$ cat src/rtl/pwm_pkg.sv
// rtl/pwm_pkg.sv - shared constants, station presets and preset slicing for the PWM bank
package pwm_pkg;
  localparam int W_DEF       = 10;
  localparam int PERIOD_DEF  = 976;
  localparam int PRESET_BITS = 1024;

  localparam int EM_OFF     = 0;
  localparam int EM_ON      = 100;
  localparam int SERVO_UP   = 50;
  localparam int SERVO_DOWN = 100;

  // Channel ch of a packed preset vector whose channels are w bits wide.
  function automatic logic [31:0] preset_at(input logic [PRESET_BITS-1:0] vec,
                                            input int ch, input int w);
    logic [PRESET_BITS-1:0] s;
    s = vec >> (ch * w);
    return s[31:0] & ((32'd1 << w) - 32'd1);
  endfunction
endpackage

$ cat src/rtl/pwm_channel.sv
// rtl/pwm_channel.sv - one PWM channel: duty register, boundary-only ramp, compare and output flop
module pwm_channel #(
  parameter int           W    = 10,
  parameter logic [W-1:0] LO   = '0,
  parameter logic [W-1:0] HI   = '0,
  parameter logic [W-1:0] STEP = '0
) (
  input  logic         CLK,
  input  logic         RST,
  input  logic         en,
  input  logic         wrap,
  input  logic         sel,
  input  logic [W-1:0] cnt,
  output logic         pwm,
  output logic         settled
);
  logic [W-1:0] duty;
  logic [W-1:0] tgt;
  logic         up;
  logic [W:0]   mag;
  logic [W:0]   step;
  logic [W:0]   nxt;

  // One extra bit keeps the distance to the target from wrapping.
  always_comb begin
    tgt  = sel ? HI : LO;
    up   = tgt > duty;
    mag  = up ? ({1'b0, tgt} - {1'b0, duty}) : ({1'b0, duty} - {1'b0, tgt});
    step = (STEP == '0 || mag < {1'b0, STEP}) ? mag : {1'b0, STEP};
    nxt  = up ? ({1'b0, duty} + step) : ({1'b0, duty} - step);
  end

  assign settled = (duty == tgt);

  always_ff @(posedge CLK) begin
    if (RST) begin
      duty <= LO;
      pwm  <= 1'b0;
    end else begin
      if (wrap) duty <= W'(nxt);
      pwm <= en && (cnt < duty);
    end
  end
endmodule

$ cat src/rtl/pwm_channel_bank.sv
// rtl/pwm_channel_bank.sv - NCH PWM channels sharing one period counter
module pwm_channel_bank
  import pwm_pkg::*;
#(
  parameter int               NCH       = 2,
  parameter int               W         = W_DEF,
  parameter int               PERIOD    = PERIOD_DEF,
  parameter logic [NCH*W-1:0] DUTY_LO   = {W'(SERVO_UP), W'(EM_OFF)},
  parameter logic [NCH*W-1:0] DUTY_HI   = {W'(SERVO_DOWN), W'(EM_ON)},
  parameter logic [NCH*W-1:0] RAMP_STEP = {W'(10), W'(0)}
) (
  input  logic           CLK,
  input  logic           RST,
  input  logic           en,
  input  logic [NCH-1:0] sel,
  output logic [NCH-1:0] pwm,
  output logic           period_start,
  output logic [NCH-1:0] settled
);
  logic [W-1:0] cnt;
  logic         wrap;

  assign wrap = en && (cnt == W'(PERIOD - 1));

  // The strobe is registered alongside pwm, so it marks the output cycle of cnt=0,
  // both after a wrap and on the first enabled cycle.
  always_ff @(posedge CLK) begin
    if (RST) begin
      cnt          <= '0;
      period_start <= 1'b0;
    end else begin
      period_start <= en && (cnt == '0);
      if (!en || wrap) cnt <= '0;
      else             cnt <= cnt + 1'b1;
    end
  end

  for (genvar i = 0; i < NCH; i++) begin : g_ch
    pwm_channel #(
      .W   (W),
      .LO  (W'(preset_at(PRESET_BITS'(DUTY_LO), i, W))),
      .HI  (W'(preset_at(PRESET_BITS'(DUTY_HI), i, W))),
      .STEP(W'(preset_at(PRESET_BITS'(RAMP_STEP), i, W)))
    ) u_ch (
      .CLK    (CLK),
      .RST    (RST),
      .en     (en),
      .wrap   (wrap),
      .sel    (sel[i]),
      .cnt    (cnt),
      .pwm    (pwm[i]),
      .settled(settled[i])
    );
  end
endmodule

$ cat config.mk
export PLATFORM = sky130hd
export DESIGN_NAME = pwm_channel_bank
export DESIGN_NICKNAME = d
export VERILOG_FILES = /design/src/rtl/pwm_pkg.sv /design/src/rtl/pwm_channel.sv /design/src/rtl/pwm_channel_bank.sv
export SDC_FILE = /design/constraint.sdc
export NUM_CORES = 1
export LEC_CHECK = 0
export ABC_AREA = 1
export CAP_MARGIN = 20
export CELL_PAD_IN_SITES_DETAIL_PLACEMENT = 0
export CELL_PAD_IN_SITES_GLOBAL_PLACEMENT = 1
export CORE_ASPECT_RATIO = 0.7
export CORE_MARGIN = 5
export CORE_UTILIZATION = 37
export CTS_CLUSTER_DIAMETER = 30
export DETAILED_ROUTE_END_ITERATION = 12
export HOLD_SLACK_MARGIN = 0.05
export PLACE_DENSITY_LB_ADDON = 0.1
export SYNTH_ARGS = -nofsm -noshare
export SYNTH_HDL_FRONTEND = slang
export SYNTH_HIERARCHICAL = 1
export SYNTH_SLANG_ARGS = --single-unit
$ cat constraint.sdc
create_clock -name CLK -period 6.56 [get_ports CLK]
set_clock_uncertainty 0.05 [all_clocks]
set_input_delay 1.312 -clock CLK [delete_from_list [all_inputs] [get_ports CLK]]
set_output_delay 1.312 -clock CLK [all_outputs]
set_load 0.02 [all_outputs]
Yosys cells after proc, flatten, opt, wreduce, memory -nomap -nowiden --
Index checks and enable logic that the tools add are counted.
Cells by class: reductions and logical operators 8, muxes and demuxes 7, eq/ne operators 3, $lt $le $gt $ge 5, $add $sub $neg 9
Operator list (number):
- two-way mux 10 bit | 4
- subtractor 10 bit | 4
- subtractor 10 x 10 -> 11 bit | 2
- adder 10 bit | 2
- equality test 10 bit | 2
- > comparator 10 bit | 2
- less-than comparator 10 bit | 2
- two-way mux 7 bit | 2
- less-than comparator 11 x 4 -> 1 bit, second input constant | 1
- two-way mux 11 bit | 1
- adder 10 x 1 -> 10 bit, second input constant | 1
- equality test 10 bit, second input constant | 1
- logical NOT 10 bit | 1
- logical AND 1 bit | 4
- OR reduction 2 bit | 1
- logical NOT 1 bit | 1
- logical OR 1 bit | 1
Storage, ports and cells: bits in registers 33, word-level logic and storage cells 38, input bits 5

Longest topological paths before layout --
word-level depth 7, depth in mapped cells 34, depth with buffers taken out 33

Hierarchy --
The synthesis kept the hierarchy.
By module, submodules not included:
- pwm_channel (g_ch[1].u_ch) | area an instance 1983.2 um^2, sequential area each 220.2 um^2, times used 1, cells each 322
- pwm_channel (g_ch[0].u_ch) | area an instance 1488.9 um^2, sequential area each 180.2 um^2, times used 1, cells each 219
- pwm_channel_bank | area an instance 564.3 um^2, sequential area each 220.2 um^2, times used 1, cells each 77

Worst setup path after synthesis --
OpenSTA, ideal clock, no wires.
path kind input -> register, start point input port sel[1], end point register g_ch[1].u_ch.duty[8], slack 1.264 ns, arrival 5.131 ns, stages 32, library setup time 0.115 ns, buffers on the path 1, cells stage by stage inv_1 > ha_1 > ha_1 > nand3_1 > nor2_2 > a21oi_4 > nand2_4 > buf_6 > nand2_1 > nand2_1 > clkinv_1 > nand3_2 > nor2_2 > nand2_2 > inv_2 > nand2_1 > ha_1 > nor2_1 > xor2_1 > inv_1 > ha_1 > inv_1 > o21bai_1 > a21oi_1 > nor2_1 > or2_2 > a21oi_1 > o21ai_0 > a21oi_1 > xnor2_1 > o21ai_0 > inv_1
On the way: longest elaborated chain between the ends 7
Ends and longest elaborated chain:
- start, declared | line pwm_channel_bank.sv:15 | input logic [NCH-1:0] sel,
- two-way mux 7 bit * | line pwm_channel.sv:26 | tgt = sel ? HI : LO;
- subtractor 10 x 10 -> 11 bit / > comparator 10 bit (equally long branches) | line pwm_channel.sv:28, pwm_channel.sv:27
- two-way mux 11 bit | line pwm_channel.sv:28 | mag = up ? ({1'b0, tgt} - {1'b0, duty}) : ({1'b0, duty} - {1'b0, tgt});
- less-than comparator 11 x 4 -> 1 bit | line pwm_channel.sv:29 | step = (STEP == '0 || mag < {1'b0, STEP}) ? mag : {1'b0, STEP};
- two-way mux 10 bit | line pwm_channel.sv:29
- subtractor 10 bit / adder 10 bit (equally long branches) | line pwm_channel.sv:30 | nxt = up ? ({1'b0, duty} + step) : ({1'b0, duty} - step);
- two-way mux 10 bit * | line pwm_channel.sv:30
- end signal, assigned | line pwm_channel.sv:40 | if (wrap) duty <= W'(nxt);
- end, declared | line pwm_channel.sv:17 | logic [W-1:0] duty;
Mark *: on every way between the ends. The rest lies on a longest branch, timed or not. A chain may end at the register's enable or synchronous reset.

Worst setup path in the final report --
Same ends and word-level chain as after synthesis.

==> impl_metrics.tcl <==
set metrics [dict create \
    antenna_violating_nets_post_route 0 \
    boundaryPins 10 \
    synthArstFlopShare_pct 0 \
    sequentialPowerShare_pct 29.9 \
    ys_ff_latch 31 \
    maxSlewViolCount 0 \
    reg2reg_to "g_ch[1].u_ch/duty[8]" \
    yosysWarnings 6 \
    core_area_mm2 0.0105 \
    arrival_ns 6.21 \
    swShare_pct 31.0 \
    syn_inst 618 \
    rr_worst_depth 30 \
    synth_area_mm2 0.00404 \
    crit_buf_inv 9 \
    clock_path_buffers 2 \
    finalSetupTns_ns 0 \
    holdWs_ns 0.443 \
    ys_seq_area_share_pct 15.4 \
    avgRoutedWirePerCell_um 14.1 \
    die_area_mm2 0.0131 \
    hold_violations 0 \
    min_path_cells 1 \
    dp_cells 768 \
    clock.fmax_mhz 164 \
    drv_cap 0 \
    clock_latency_ns 0.28 \
    crit_top_cell "inv_1" \
    path_delay_family "buffers and inverters" \
    clockRootBuffer "clkbuf_16" \
    stdcell_count 776 \
    yosys.area.top_type "ha_1" \
    powerDensity_mw_per_mm2 144 \
    cts.sinks 31 \
    dpl.hpwl_mm 8.99 \
    synth_common_cells "145 x nand2_1, 101 x inv_1, 55 x ha_1" \
    outcome "completed" \
    p_int_mw 0.440 \
    drt-total-wl_mm 10.9 \
    finalPower_mw 0.638 \
    grt_pass1_vias 3381 \
    cts_tree "built" \
    ys_types 46 \
    via_per_inst 4.88 \
    rows 31 \
    synth_area_leaders "ha_1 17%, dfxtp_1 15%, nand2_1 13%, inv_1 9.4%, a21oi_1 4.6%" \
    first_iter_violations 283 \
    cts.clk_slew.worst_paths_ns 0.05 \
    hp-start "cnt[0]" \
    slowest_delay_ns 0.54 \
    hp-class "reg -> reg" \
    die_w_um 135 \
    peakVddDrop_v 0.0000873 \
    fill_cells 1143 \
    start_util_pct 38.4 \
    cp-start-kind "input pin" \
    r2r-start "g_ch[1].u_ch/duty[1]" \
    endpoint_kind "flop" \
    p_clk_share_pct 43.3 \
    finalSetupViolCount 0 \
    route.detailed.drc 0 \
    hold_buffers 0 \
    synth_edf_count 0 \
    fin_crit_sh_pct 92.9 \
    drive_above_1_share_pct 10.8 \
    finalCriticalPeriod_ns 6.09 \
    die_y_um 97.4 \
    cts_buffers 5 \
    io_buffer_count 9 \
    worst-setup-path-type "in -> reg" \
    htreeDepth 2 \
    grt_max_degree 17 \
    synthesis.nets 681 \
    synth_top_area_share_pct 17.0 \
    detail_route.first_pass.iterations 4 \
    grt_antenna_before_repair 0 \
    diodes 0 \
    grt_overflow 0 \
    hold_path_end "cnt[0]" \
    switchingPower_mw 0.198 \
    synth_most_common_cell "nand2_1" \
    cp_slowest_cell "clkdlybuf4s50_1" \
    r2r_slack_ns 1.74 \
    area_growth_pct 9.73 \
    max_slew_margin_pct 40.8 \
    rsz0062_at_grt "no" \
    gp_congestion 0.844 \
    track_usage_pct 16.9 \
    vias 3785 \
    grt_pass1_wl_mm 18.0 \
    syn_area_per_cell_um2 6.53 \
    fin_nets 690 \
    cp_max_fo 8 \
    worst_pin_slew_ns 0.885 \
    cp.required_ns 6.68 \
    yosys_most_used_dff "dfxtp_1" \
    p_leak_nw 2.29 \
    p_comb_share_pct 26.8 \
]
metal layers:
metal,routed length (um),up-vias,GRT usage [%]
met5,0,-,0
met4,86,0,3.13
met3,396,7,2.23
met2,4160,70,22.4
met1,6290,1709,28.0
li1,-,1999,-
kinds of logic (layout without fill, tap and decap cells):
logic type / count (synthesis) / after routing / synth area share (%)
other: 1 / 1 / 0.0929
AO/OA/AOI/OAI: 98 / 98 / 14.0
adder cells (fa/ha/maj): 58 / 58 / 18.5
AND/OR/NAND/NOR: 282 / 282 / 33.6
XOR/XNOR: 29 / 29 / 6.29
buffers and inverters: 119 / 129 / 12.1
flip-flops: 31 / 31 / 15.4
layout by cell type, fill, tap and decap left out, drive strengths merged, types with 5 or more instances in the layout:
cell type / netlist / final
a21oi: 41 / 41
clkbuf: 3 / 6
clkdlybuf4s50: 0 / 9
dfxtp: 31 / 31
ha: 55 / 55
inv: 109 / 109
nand2: 164 / 164
nand3: 40 / 40
nand4: 11 / 11
nor2: 55 / 55
nor3: 5 / 5
o21a: 5 / 5
o21ai: 38 / 38
xnor2: 9 / 9
xor2: 20 / 20
power by group through the flow:
stage	logic (mW)	clock network [mW]	registers (mW)
after floorplan	0.132	0	0.195
after global routing	0.191	0.294	0.191
after global placement	0.170	0	0.195
after CTS	0.170	0.283	0.191
after detailed placement	0.169	0	0.195
final	0.171	0.276	0.191
per-stage QoR:
stage / utilization, % / setup slack (ns) / cell area (um2)
after floorplan: - / 1.26 / 4040
after global placement: 40.5 / 0.191 / 4260
after detailed placement: 40.5 / 0.153 / 4260
after CTS: 42.1 / 0.424 / 4430
after global routing: 42.1 / 0.0582 / 4430
final: 42.1 / 0.467 / 4430
how the worst max path moves through the flow:
stage                     startpoint                   end  slack, ns  depth (start not counted)
final                         sel[1]  g_ch[1].u_ch/duty[8]       0.47                         33
after global routing          sel[1]  g_ch[1].u_ch/duty[8]       0.06                         33
after CTS                     sel[1]  g_ch[1].u_ch/duty[8]       0.42                         32
after detailed placement      sel[1]  g_ch[1].u_ch/duty[8]       0.15                         32
after global placement        sel[1]  g_ch[1].u_ch/duty[8]       0.19                         32
after floorplan               sel[1]  g_ch[1].u_ch/duty[8]       1.26                         32
area by class of cell:
cell class / count / area [um2] / share of cell area [%]
clock buffers: 6 / 139 / 3.14
clock inverters: 2 / 35.0 / 0.791
inverters: 110 / 415 / 9.38
multi-input cells: 468 / 2930 / 66.1
flip-flops and latches: 31 / 621 / 14.0
well taps: 148 / 185 / 4.18
repair buffers: 11 / 105 / 2.37
flip-flops by register name, indices dropped and copies added (netlist names):
signal	count
g_ch.u_ch/duty	18
period_start	1
g_ch.u_ch/pwm	2
cnt	10
repair_timing:
item | CTS | global route
setup endpoints to repair | 0 | 1
buffers inserted | 0 | 0
resized for setup | 0 | 1
endpoints found under the hold margin | 0 | 0
Power figures use the tool's default switching activity.
